### src/rtl/multicycle_control.sv
// multicycle_control: multicycle FSM sequencing fetch/decode/execute for an 8-instruction subset
module multicycle_control (
    input  logic        clk,
    input  logic        reset_n,
    input  logic [10:0] opcode,
    input  logic        alu_zero,
    input  logic        mem_ready,
    output logic        pc_write,
    output logic        pc_src,
    output logic        ir_write,
    output logic        mem_read,
    output logic        mem_write,
    output logic        mem_sel,
    output logic        reg2loc,
    output logic        alu_src,
    output logic [1:0]  alu_op,
    output logic        reg_write,
    output logic        mem_to_reg,
    output logic        halt,
    output logic [3:0]  state,
    output logic [31:0] retired
);
    typedef enum logic [3:0] {
        S_FETCH  = 4'd0,
        S_DECODE = 4'd1,
        S_EXEC_R = 4'd2,
        S_ADDR   = 4'd3,
        S_MEM_RD = 4'd4,
        S_MEM_WR = 4'd5,
        S_WB_R   = 4'd6,
        S_WB_LD  = 4'd7,
        S_CBZ    = 4'd8,
        S_BR     = 4'd9,
        S_HALT   = 4'd10
    } state_t;
    state_t      r_state, w_next;
    logic [31:0] r_retired;
    logic        w_is_r, w_is_ld, w_is_st, w_is_cbz, w_is_b, w_retire;
    assign w_is_r   = opcode == 11'b10001011000 || opcode == 11'b11001011000 ||
                      opcode == 11'b10001010000 || opcode == 11'b10101010000;
    assign w_is_ld  = opcode == 11'b11111000010;
    assign w_is_st  = opcode == 11'b11111000000;
    assign w_is_cbz = opcode[10:3] == 8'b10110100;
    assign w_is_b   = opcode[10:5] == 6'b000101;
    assign w_retire = r_state == S_WB_R || r_state == S_WB_LD || r_state == S_CBZ ||
                      r_state == S_BR || (r_state == S_MEM_WR && mem_ready);
    assign state    = r_state;
    assign retired  = r_retired;
    // next-state selection; only FETCH, MEM_RD and MEM_WR look at mem_ready
    always_comb begin
        w_next = S_FETCH;
        case (r_state)
            S_FETCH:  w_next = mem_ready ? S_DECODE : S_FETCH;
            S_DECODE: w_next = w_is_r ? S_EXEC_R : (w_is_ld || w_is_st) ? S_ADDR :
                               w_is_cbz ? S_CBZ : w_is_b ? S_BR : S_HALT;
            S_EXEC_R: w_next = S_WB_R;
            S_ADDR:   w_next = w_is_st ? S_MEM_WR : S_MEM_RD;
            S_MEM_RD: w_next = mem_ready ? S_WB_LD : S_MEM_RD;
            S_MEM_WR: w_next = mem_ready ? S_FETCH : S_MEM_WR;
            S_HALT:   w_next = S_HALT;
            default:  w_next = S_FETCH;
        endcase
    end
    // per-state control decode, forced to zero while reset is held
    always_comb begin
        pc_write   = 1'b0;
        pc_src     = 1'b0;
        ir_write   = 1'b0;
        mem_read   = 1'b0;
        mem_write  = 1'b0;
        mem_sel    = 1'b0;
        reg2loc    = 1'b0;
        alu_src    = 1'b0;
        alu_op     = 2'b00;
        reg_write  = 1'b0;
        mem_to_reg = 1'b0;
        halt       = 1'b0;
        if (reset_n) begin
            case (r_state)
                S_FETCH: begin
                    mem_read = 1'b1;
                    ir_write = mem_ready;
                    pc_write = mem_ready;
                end
                S_DECODE: reg2loc = w_is_st || w_is_cbz;
                S_EXEC_R: alu_op = 2'b10;
                S_WB_R: begin
                    reg_write = 1'b1;
                    alu_op    = 2'b10;
                end
                S_ADDR: alu_src = 1'b1;
                S_MEM_RD: begin
                    mem_read = 1'b1;
                    mem_sel  = 1'b1;
                    alu_src  = 1'b1;
                end
                S_MEM_WR: begin
                    mem_write = 1'b1;
                    mem_sel   = 1'b1;
                    alu_src   = 1'b1;
                    reg2loc   = 1'b1;
                end
                S_WB_LD: begin
                    reg_write  = 1'b1;
                    mem_to_reg = 1'b1;
                end
                S_CBZ: begin
                    reg2loc  = 1'b1;
                    alu_op   = 2'b01;
                    pc_src   = 1'b1;
                    pc_write = alu_zero;
                end
                S_BR: begin
                    pc_src   = 1'b1;
                    pc_write = 1'b1;
                end
                S_HALT: halt = 1'b1;
                default: ;
            endcase
        end
    end
    // state register and retired-instruction counter; reset aborts any pending wait
    always_ff @(posedge clk) begin
        if (!reset_n) begin
            r_state   <= S_FETCH;
            r_retired <= 32'd0;
        end else begin
            r_state <= w_next;
            if (w_retire) r_retired <= r_retired + 32'd1;
        end
    end
endmodule

### config.mk
export PLATFORM = sky130hd
export DESIGN_NAME = multicycle_control
export DESIGN_NICKNAME = d
export VERILOG_FILES = /design/src/rtl/multicycle_control.sv
export SDC_FILE = /design/constraint.sdc
export NUM_CORES = 1
export LEC_CHECK = 0
export CORE_ASPECT_RATIO = 0.7
export CORE_MARGIN = 10
export CORE_UTILIZATION = 46
export DETAILED_ROUTE_END_ITERATION = 8
export GPL_TIMING_DRIVEN = 0
export PLACE_DENSITY = 0.8
export SLEW_MARGIN = 20
export SYNTH_ARGS = -nofsm -noshare
export SYNTH_HDL_FRONTEND = slang
export SYNTH_SLANG_ARGS = --single-unit
### constraint.sdc
create_clock -name clk -period 2.9 [get_ports clk]
set_clock_uncertainty 0.15 [all_clocks]
set_input_delay 0.87 -clock clk [delete_from_list [all_inputs] [get_ports clk]]
set_output_delay 0.87 -clock clk [all_outputs]
set_load 0.1 [all_outputs]
==> results by group, run 1 <==
Place
  – RD Place Congestion: a little under 0.9
  – Instance area at placement: between 2000 and 3000 um2
  – Buffers on Ports: between 60 and 70
  – Placement Setup Slack: -1.74 ns
  – Placed wire-length estimate after detailed placement: between 4000 and 5000 um

Synthesis
  – FFs w/ async S/R, synth: 0%
  – Synthesized area per cell: between 8 and 9 um2
  – Sequential cell area fraction in the yosys report: between 30% and 40%
  – Cell variety after synth: 52
  – Number of enable-type register cells in the synthesized netlist: 0
  – Top flip-flop cell by instance count after synthesis: dfxtp_1
  – Post-synthesis register bit count: 36
  – Number of warning messages in the yosys log: 0
  – Gate count of the mapped netlist: about 250
  – Post-Syn Nets: 270
  – Post-Syn Area: between 2000 and 2500 um2

Setup path
  – Critical Path Fanout Max: 4
  – Critical path class: primary input to output pin
  – Data arrival at the endpoint of the critical path: approximately 2.3 ns
  – Req. time, crit path: about 1.9 ns
  – Setup slack, reg-to-reg: 0.44 ns
  – Worst Setup Start Kind: primary input
  – Crit path capture type: output pin

Global routing
  – Number of global-route vias before repair: 2323
  – Global-route congestion overflow total: 0
  – Pin count of the biggest net entering global routing: 13
  – Total global-route track usage: a little under a fifth
  – Global-route wire length before repair: 11700 um
  – Initial antenna violation count: 0

Cells and area
  – End-of-flow core utilization: between 70% and 80%
  – Design area: approximately 3300 um2
  – Final-stage net count: ~360
  – Most frequent cells in the layout: 30 x nor2_1, 26 x dfxtp_1, 24 x nand2_1, 15 x clkdlybuf4s50_1, 14 x buf_4
  – Most common cell after layout, fill and taps aside: nor2_1
  – Antenna cells: 0
  – FF/Latch Area: about 740 um2
  – Fraction of final layout cells sized beyond drive strength 1: about a third
  – Footprint of the multi-input gates: between 1000 and 1500 um2
  – Fill cells: about 320
  – Area added between synthesis and finish: 59.9%

Drt
  – Post-route DRC violation count: 0
  – DRT Wirelength: between 7000 and 8000 um
  – Post-detailed-route count of antenna-violating nets: 0
  – Average wire length per cell after detail routing: approximately 19 um
  – Vias per Instance: around 6
  – First-pass detailed-route iteration total: 5
  – Via count: roughly 2400
  – Iteration-0 DRC count of the detailed router: ~160

STA
  – Max_slew headroom: a little under 30%
  – RSZ-0062 raised after global routing: yes
  – Fmax: roughly 0.3 GHz
  – Slew at the pin with the worst max-slew slack: 1.05 ns
  – Setup tns final: -0.452 ns
  – Worst hold slack after final layout: ~0.32 ns
  – Time the final worst path needs with I/O delays and setup: 3.27 ns
  – Number of setup violations in the final report: 2
  – Period utilization: 113%
  – Max-slew violations: 0
  – Hold violation total from the final report: 0
  – Final critical-path setup slack: -0.367 ns

Floorplanning
  – Initial standard-cell utilization of the core: a little under half
  – Die extent in y: between 70 and 80 um
  – I/O pins: 64
  – Row Count: 20
  – Full die area: between 7000 and 8000 um2
  – Die span in x: 99.5 um
  – Area inside the core boundary: 4300 um2

Clock tree
  – Clock latency of the later-clocked register in the worst-skew pair: around 0.3 ns
  – Hold buffers post-CTS: 0
  – Reg clk slew, reported paths: around 0.08 ns
  – H-tree depth: 2
  – Number of buffers created by CTS: 5
  – Maximum clock path buffer count: 2
  – CTS tree: yes
  – CTS Root Cell: clkbuf_8
  – Number of sinks on the clock net: 36

Power and ir drop
  – Peak supply drop: 0.311 mV
  – Total power per unit cell area: 439 nW/um2
  – Static power due to leakage: approximately 0.0014 uW

Outcome
  – Status: complete, but fails checks
  – Failing checks: setup timing

Run
  – Max-Cap Viols: 0

Worst hold path
  – Worst min-delay path category: flop to flop
==> cell type report <==
class	instances	area share [%]
buffer	11	2.19
clock buffer	6	2.54
clock inverter	2	0.423
inverter	8	1.04
multi-input combinational	199	44.1
sequential	36	22.8
tap	55	2.11
timing repair buffer	82	24.8
==> where the power goes <==
part | total (uW) | internal (uW) | leakage [uW] | switching, uW
logic | 516 | 151 | 0.00110 | 365
clock network | 390 | 194 | 0.0000516 | 196
registers | 524 | 509 | 0.000296 | 14.9
==> cells by family after synthesis <==
| kind of cell | after synthesis | share of synthesized area [%] |
|---|---|---|
| xor+xnor | 19 | 8.17 |
| fa+ha+maj | 1 | 0.614 |
| mux | 5 | 2.52 |
| simple gates | 142 | 37.7 |
| compound gates | 32 | 11.2 |
| flops | 36 | 35.4 |
| buf+inv | 19 | 4.42 |
==> repair_timing <==
action                     CTS  global route
gates resized for setup    150            38
setup buffers               19             2
pin swaps                    8             7
setup endpoints to repair   28            21
==> synthesized netlist by cell type, drive strengths merged, types with 2 or more instances <==
library cell,count,area share (%)
xor2,10,4.3
nor4bb,2,0.98
nand2b,8,2.8
buf,2,0.49
nor3,11,2.7
nand4,13,4.3
nor2b,3,0.92
nand3,10,2.5
or4,6,2.2
inv,8,1.5
nand2,26,4.8
nand3b,2,0.74
a211oi,3,1.1
nor2,35,6.4
o32ai,2,1.2
or2b,2,0.86
nor4,4,1.2
clkbuf,8,2.0
or3,5,1.7
o21ai,5,1.2
dfxtp,36,35
a21oi,10,2.6
and3,8,2.6
nor4b,2,0.86
xnor2,9,3.9
o31ai,2,0.74
mux2i,4,2.0
==> state kept, by name (all words and copies together) (netlist names) <==
signal	count
retired	32
state	4
==> through the flow <==
step                instances  total power [uW]
floorplan                 254               892
global placement          372               997
detailed placement        372              1000
CTS                       399              1400
global route              399              1470
finish                    399              1430
==> critical path: stages <==
cell and delay (ns):
clkdlybuf4s15_2 0.23, nor4bb_4 0.41, a21oi_4 0.12, nor2b_4 0.15, o32ai_4 0.24, buf_12 0.21
==> path summary, 6_finish.rpt <==
kind / endpoint / startpoint / cells after the start
worst max register to register: retired[27]$_SDFFE_PN0P_ / state[3]$_SDFF_PN0_ / 5
worst min-delay path: retired[31]$_SDFFE_PN0P_ / retired[31]$_SDFFE_PN0P_ / 2
worst max-delay path: reg2loc / opcode[9] / 6
worst min register to register: retired[31]$_SDFFE_PN0P_ / retired[31]$_SDFFE_PN0P_ / 2
==> metal layers <==
metal / GRT usage, % / share of wire (%) / vias up / routed length (um)
li1: - / - / 1083 / -
met1: 23.1 / 41 / 1123 / 3150
met2: 29.0 / 45 / 149 / 3440
met3: 7.88 / 10 / 35 / 782
met4: 10.1 / 3.9 / 0 / 301
met5: 0 / 0 / - / 0
(Power assumes the default switching activity.)
==> run 2, diff against run 1 <==
Settings changed: ABC_AREA from default to 1, ABC_CLOCK_PERIOD_IN_PS from default to 2900, CORE_UTILIZATION 46 to 49, PLACE_DENSITY 0.8 to 0.82.
==> run 2 against run 1 <==
  * The run still ends with setup timing left
  * Critical endpoint unchanged
  * Largest power group is now combinational logic
  * Register-to-register slack better by 0.53 ns
  * Clock power is 8.7% lower
  * Via count up 39%
  * Cell count increased by 47%
  * Largest cell class unchanged
  * Non-clock buffer count increased by 13
  * Cell area up 13%
  * Global-route usage up 2.8 points
  * Power up 20%
==> results by group, run 2 <==
Synthesis
  – Number of warning messages in the yosys log: 0 (unchanged)
  – Sequential cell area fraction in the yosys report: 30.0% (-5.4 points)
  – Post-Syn Area: 2400 um2 (+18%)
  – Dominant cell type by area after synthesis: dfxtp_1
  – Synth Area in Simple Gates: 48.9% (+11 points)
  – Synth Area in Adders: 0.521% (-0.093 points)
  – Most used standard cells in the synthesized netlist: 129 x nand2_1, 77 x nor2_1, 42 x inv_1
  – Top cell type's share of synthesized area: 30.0% (-5.4 points)
  – Most frequent cell after synthesis: nand2_1
  – Gate count of the mapped netlist: 413 (+63%)
  – Top flip-flop cell by instance count after synthesis: dfxtp_1
  – Post-Syn Nets: 429 (+59%)
  – Synthesized area per cell: 5.82 um2 (-27%)
  – Compound-Gate Fraction of Synth Area: 10.1% (-1.2 points)
  – Post-synthesis register bit count: 36 (unchanged)
  – Largest family of logic cells by synthesized area: simple AND/OR/NAND/NOR gates
  – FFs w/ async S/R, synth: 0% (unchanged)
  – Parity-gate share of the synthesized area counting xor and xnor cells: 0.729% (-7.4 points)
  – Multiplexer area fraction after synthesis: 0% (-2.5 points)
  – Cell variety after synth: 29 (-44%)
  – Number of enable-type register cells in the synthesized netlist: 0 (unchanged)
  – Leading post-synthesis cells by cell area: dfxtp_1 30%, nand2_1 20%, nor2_1 12%, inv_1 6.6%, nand3_1 5.2%

Power and ir drop
  – Peak supply drop: 0.317 mV (+1.9%)
  – Total power per unit cell area: 465 nW/um2 (+5.9%)
  – Static power due to leakage: 0.00173 uW (+19%)

Place
  – Buffers on Ports: 63 (unchanged)
  – Placement Setup Slack: -1.67 ns (+0.0679 ns)
  – RD Place Congestion: 0.965 (+8.6%)
  – Dpl cells: 545 (+47%)
  – Placed wire-length estimate after detailed placement: 6040 um (+29%)

STA
  – Hold violation total from the final report: 0 (unchanged)
  – Slew at the pin with the worst max-slew slack: 1.01 ns (-0.0406 ns)
  – Final critical-path setup slack: -0.146 ns (+0.222 ns)
  – Time the final worst path needs with I/O delays and setup: 3.05 ns (-0.222 ns)
  – Fmax: 0.328 GHz (+7.3%)
  – Max-slew violations: 0 (unchanged)
  – Max_slew headroom: 32.4% (+2.6 points)
  – Period utilization: 105% (-7.6 points)
  – Number of setup violations in the final report: 4 (+2)
  – RSZ-0062 raised after global routing: yes

Setup path
  – Critical Path Fanout Max: 2 (-2)
  – Setup slack, reg-to-reg: 0.97 ns (+0.53 ns)
  – Critical path class: primary input to output pin
  – Crit path capture type: output pin
  – Startpoint of the worst-slack reg-to-reg timing path: retired[4]$_SDFFE_PN0P_
  – Req. time, crit path: 1.88 ns (about the same)
  – Cell count of the worst reg-to-reg path: 8 (+3)
  – Reg-to-reg endpoint: retired[31]$_SDFFE_PN0P_
  – Worst Setup Start Kind: primary input
  – Data arrival at the endpoint of the critical path: 2.03 ns (-0.22 ns)

Floorplanning
  – Die extent in y: 78.6 um (+3.8%)
  – Full die area: 8150 um2 (+8.2%)
  – I/O pins: 64 (unchanged)
  – Area inside the core boundary: 4760 um2 (+10%)
  – Initial standard-cell utilization of the core: 50.5% (+3.2 points)
  – Die span in x: 104 um (+4.2%)
  – Row Count: 21 (+5.0%)

Drt
  – Via count: 3328 (+39%)
  – Average wire length per cell after detail routing: 16.7 um (-13%)
  – Vias per Instance: 5.67 (-5.4%)
  – Post-route DRC violation count: 0 (unchanged)
  – Iteration-0 DRC count of the detailed router: 389 (+140%)
  – DRT Wirelength: 9800 um (+28%)
  – Post-detailed-route count of antenna-violating nets: 0 (unchanged)
  – First-pass detailed-route iteration total: 5 (unchanged)

Worst hold path
  – Endpoint, Worst Hold: retired[6]$_SDFFE_PN0P_
  – Min-delay src: retired[6]$_SDFFE_PN0P_
  – Min-Delay Path Depth: 2 (unchanged)
  – Worst min-delay path category: flop to flop

Clock tree
  – Hold buffers post-CTS: 0 (unchanged)
  – Clock latency of the later-clocked register in the worst-skew pair: 0.30 ns (about the same)
  – CTS tree: yes
  – Number of buffers created by CTS: 5 (unchanged)
  – H-tree depth: 2 (unchanged)
  – Number of sinks on the clock net: 36 (unchanged)
  – Maximum clock path buffer count: 2 (unchanged)
  – Reg clk slew, reported paths: 0.08 ns (about the same)
  – CTS Root Cell: clkbuf_8

Cells and area
  – Non-filler instance count after layout: 587 (+47%)
  – Fraction of final layout cells sized beyond drive strength 1: 24.7% (-6.7 points)
  – Fill cells: 371 (+15%)
  – Most frequent cells in the layout: 124 x nand2_1, 66 x nor2_1, 38 x inv_1, 35 x buf_4, 32 x dfxtp_1
  – Most common cell after layout, fill and taps aside: nand2_1
  – Area added between synthesis and finish: 53.1%
  – Antenna cells: 0 (unchanged)
  – Final-stage net count: 534 (+49%)
  – Max reg flops: 32 (unchanged)

Global routing
  – Global-route wire length before repair: 15100 um (+29%)
  – Initial antenna violation count: 0 (unchanged)
  – Global-route congestion overflow total: 0 (unchanged)
  – Pin count of the biggest net entering global routing: 11 (-2)
  – Number of global-route vias before repair: 3013 (+30%)
  – Total global-route track usage: 22.0% (+2.8 points)

Outcome
  – Failing checks: setup timing
  – Status: complete, but fails checks

Run
  – Max-Cap Viols: 0 (unchanged)
[run 2: cell types whose count changed after synthesis, sizes merged, moves of 8 or more]
cell    previous run  this run
a21oi             10        24
inv                8        49
nand2             26       134
nand2b             8         0
nand3             10        27
nor2              35        86
o21ai              5        13
xnor2              9         0
xor2              10         2
[run 2: how the worst max path moves through the flow]
| stage | startpoint | end | slack, ns | cells past startpoint |
|---|---|---|---|---|
| final | opcode[6] | reg2loc | -0.15 | 7 |
| after global routing | opcode[5] | reg2loc | -0.18 | 9 |
| after CTS | opcode[0] | reg2loc | -0.03 | 8 |
| after detailed placement | reset_n | alu_op[0] | -1.67 | 5 |
| after global placement | reset_n | reg_write | -1.64 | 5 |
| after floorplan | reset_n | pc_write | -0.20 | 4 |
[run 2: worst max-delay path, cell delays in order]
cell and delay, ns:
clkdlybuf4s15_1 0.18, nor2_1 0.17, nand4_1 0.18, nand2_2 0.12, nand2_2 0.07, a31oi_4 0.23, buf_12 0.20
[run 2: area by class of cell]
cell class,count,area [um2],area share [%]
multi-input cells,319,1620,43.9
repair buffers,98,916,24.9
flip-flops and latches,36,726,19.7
inverters,50,193,5.24
well taps,69,86.3,2.35
clock buffers,6,72.6,1.97
plain buffers,8,65.1,1.77
clock inverters,1,5.00,0.136
[run 2: through the flow]
| stage | total power (uW) | utilization (%) | hold WS, ns | area [um2] | setup TNS (ns) |
|---|---|---|---|---|---|
| floorplan | 1120 | - | 0.637 | 2530 | -0.922 |
| global placement | 1290 | 68.2 | 0.325 | 3250 | -18.04 |
| detailed placement | 1290 | 68.2 | 0.339 | 3250 | -18.18 |
| CTS | 1670 | 75.7 | 0.350 | 3600 | -0.0295 |
| global route | 1760 | 77.3 | 0.385 | 3680 | -0.490 |
| finish | 1710 | 77.3 | 0.349 | 3680 | -0.320 |
[run 2: report_power, final]
group / total, uW / leakage [uW] / switching, uW / internal, uW
sequential: 550 / 0.000292 / 31.0 / 519
clock: 356 / 0.0000410 / 192 / 164
combinational: 803 / 0.00139 / 594 / 210
total: 1710 / 0.00173 / 816 / 893
[run 2: kinds of logic after synthesis]
kind of cell	Yosys count
AOI/OAI and AO/OA	45
xor gates and xnor gates	2
adders and majority gates	1
buffers and inverters	58
DFF	36
and+or+nand+nor	271
[run 2: per-layer routing]
| metal | up-vias | global-route usage (%) | wire (um) |
|---|---|---|---|
| li1 | 1524 | - | - |
| met1 | 1513 | 27.2 | 3900 |
| met2 | 241 | 35.9 | 4470 |
| met3 | 50 | 5.30 | 1010 |
| met4 | 0 | 9.83 | 429 |
| met5 | - | 0 | 0 |
[run 2: what timing repair did]
action / 4_1_cts / 5_1_grt
gates resized for setup: 151 / 33
setup buffers: 31 / 4
cloned: 0 / 0
endpoints found under the setup margin: 24 / 29
pin swaps: 9 / 7
==> run 3, diff against run 2 <==
Settings changed: CORE_UTILIZATION 49 to 40, PLACE_DENSITY 0.82 to 0.69.
==> run 3 against run 2 <==
  * The flow still finishes with violations (setup timing)
  * Combinational power is 2% lower
  * Non-clock buffer count is 2 lower
  * Die area rose by 17%
  * Critical endpoint unchanged
  * Largest cell class unchanged
==> results by group, run 3 (same netlist as run 2, synthesis figures left out) <==
Global routing
  – Global-route congestion overflow total: 0 (unchanged)
  – Number of global-route vias before repair: 2920 (-3.1%)
  – Global-route wire length before repair: 14200 um (-6.2%)
  – Total global-route track usage: 17.6% (-4.4 points)
  – Pin count of the biggest net entering global routing: 12 (+1)
  – Initial antenna violation count: 0 (unchanged)

Drt
  – Average wire length per cell after detail routing: 14.9 um (-11%)
  – Via count: 3092 (-7.1%)
  – Post-route DRC violation count: 0 (unchanged)
  – Iteration-0 DRC count of the detailed router: 176 (-55%)
  – First-pass detailed-route iteration total: 4 (-1)
  – DRT Wirelength: 8840 um (-9.8%)
  – Post-detailed-route count of antenna-violating nets: 0 (unchanged)
  – Vias per Instance: 5.22 (-7.9%)

Clock tree
  – CTS Root Cell: clkbuf_8
  – Reg clk slew, reported paths: 0.07 ns (about the same)
  – Number of buffers created by CTS: 5 (unchanged)
  – Number of sinks on the clock net: 36 (unchanged)
  – Clock latency of the later-clocked register in the worst-skew pair: 0.29 ns (about the same)
  – CTS tree: yes
  – Maximum clock path buffer count: 2 (unchanged)
  – H-tree depth: 2 (unchanged)

Cells and area
  – Fraction of final layout cells sized beyond drive strength 1: 24.6% (-0.15 points)
  – Fill cells: 531 (+43%)
  – Final-stage net count: 532 (-0.37%)
  – Most common cell after layout, fill and taps aside: nand2_1
  – Antenna cells: 0 (unchanged)
  – Area added between synthesis and finish: 52.9%
  – Max reg flops: 32 (unchanged)
  – Most frequent cells in the layout: 124 x nand2_1, 65 x nor2_1, 39 x inv_1, 35 x buf_4, 32 x dfxtp_1
  – Non-filler instance count after layout: 592 (+0.85%)

STA
  – RSZ-0062 raised after global routing: yes
  – Final critical-path setup slack: -0.141 ns (+0.00461 ns)
  – Time the final worst path needs with I/O delays and setup: 3.04 ns (-0.00461 ns)
  – Number of setup violations in the final report: 3 (-1)
  – Max-slew violations: 0 (unchanged)
  – Period utilization: 105% (-0.16 points)
  – Slew at the pin with the worst max-slew slack: 1.01 ns (+0.00174 ns)
  – Max_slew headroom: 32.8% (+0.36 points)
  – Worst hold slack after final layout: 0.333 ns (-0.0160 ns)
  – Fmax: 0.329 GHz (+0.15%)
  – Hold violation total from the final report: 0 (unchanged)

Setup path
  – Delay of the slowest critical-path stage: 0.25 ns (+0.02 ns)
  – Req. time, crit path: 1.88 ns (about the same)
  – Ordered list of cells on the worst path: buf_6, or2_4, nor2_4, nand3_2, nand2_1, nand2_2, a31oi_4, buf_12
  – Number of buffer and inverter stages on the critical path: 2 (unchanged)
  – Data arrival at the endpoint of the critical path: 2.02 ns (about the same)
  – Kind of cell with the highest combined delay on the critical path: simple AND/OR/NAND/NOR gates
  – Worst Setup Start Kind: primary input
  – Slowest-stage cell, CP: or2_4
  – Critical path class: primary input to output pin
  – Critical Path Fanout Max: 2 (unchanged)
  – Crit path capture type: output pin

Worst hold path
  – Worst min-delay path category: flop to flop

Place
  – RD Place Congestion: 0.918 (-4.8%)
  – Buffers on Ports: 63 (unchanged)
  – Placed wire-length estimate after detailed placement: 6090 um (+0.84%)
  – Dpl cells: 551 (+1.1%)

Power and ir drop
  – Peak supply drop: 0.307 mV (-3.2%)
  – Total power per unit cell area: 468 nW/um2 (+0.71%)
  – Static power due to leakage: 0.00173 uW (about the same)

Floorplanning
  – Initial standard-cell utilization of the core: 41.5% (-9.0 points)
  – I/O pins: 64 (unchanged)
  – Die span in x: 113 um (+8.6%)
  – Row Count: 23 (+9.5%)
  – Area inside the core boundary: 5780 um2 (+22%)
  – Full die area: 9560 um2 (+17%)
  – Die extent in y: 84.8 um (+8.0%)

Outcome
  – Failing checks: setup timing
  – Status: complete, but fails checks

Run
  – Max-Cap Viols: 0 (unchanged)
[run 3: cell count changes in the layout (fill, tap and decap cells not counted), moves of 2 or more]
cell | before | now
buf_12 | 3 | 1
buf_2 | 11 | 8
buf_6 | 2 | 6
buf_8 | 7 | 5
clkdlybuf4s50_1 | 11 | 9
dlygate4sd2_1 | 12 | 14
[run 3: report_power, final]
group,internal (uW),total (uW),leakage (uW),switching (uW)
logic,203,789,0.00138,586
clock network,190,378,0.0000510,188
registers,519,551,0.000292,31.4
[run 3: worst paths after layout]
| kind | cells after the start | slack, ns | start | to |
|---|---|---|---|---|
| max reg2reg | 10 | 0.99 | retired[1]$_SDFFE_PN0P_ | retired[22]$_SDFFE_PN0P_ |
| min reg2reg | 2 | 0.33 | retired[6]$_SDFFE_PN0P_ | retired[6]$_SDFFE_PN0P_ |
| min | 2 | 0.33 | retired[6]$_SDFFE_PN0P_ | retired[6]$_SDFFE_PN0P_ |
| max | 8 | -0.14 | opcode[1] | reg2loc |
[run 3: cell type report]
| type | count | area, um2 | area share (%) |
|---|---|---|---|
| flip-flops and latches | 36 | 726 | 19.8 |
| clock inverters | 2 | 10.0 | 0.273 |
| repair buffers | 96 | 890 | 24.2 |
| clock buffers | 6 | 82.6 | 2.25 |
| well taps | 75 | 93.8 | 2.56 |
| multi-input cells | 319 | 1610 | 43.9 |
| inverters | 50 | 193 | 5.25 |
| plain buffers | 8 | 65.1 | 1.77 |
[run 3: timing repair]
action / 4_1_cts / 5_1_grt
setup buffers: 31 / 2
hold buffers: 0 / 0
pin swaps: 10 / 9
resized for setup: 149 / 33
endpoints found under the setup margin: 26 / 30
[run 3: metal layers]
metal	routed length, um	global-route usage, %
met1	3830	22.5
met2	3970	28.3
met3	868	4.92
met4	174	4.94
met5	0	0
[run 3: worst min-delay path: stages (launching register included)]
cell and delay [ns]:
dfxtp_1 0.33, inv_1 0.05, a21oi_1 0.05
[run 3: per-stage QoR]
step	setup slack (ns)	power [uW]	instance area (um2)	setup TNS (ns)	utilization (%)
after floorplan	-0.198	1120	2530	-0.922	-
after global placement	-1.64	1300	3250	-18.13	56.2
after detailed placement	-1.65	1300	3250	-18.18	56.2
after CTS	-0.0148	1700	3580	-0.0148	61.9
after global routing	-0.180	1790	3670	-0.436	63.5
final	-0.141	1720	3670	-0.356	63.5
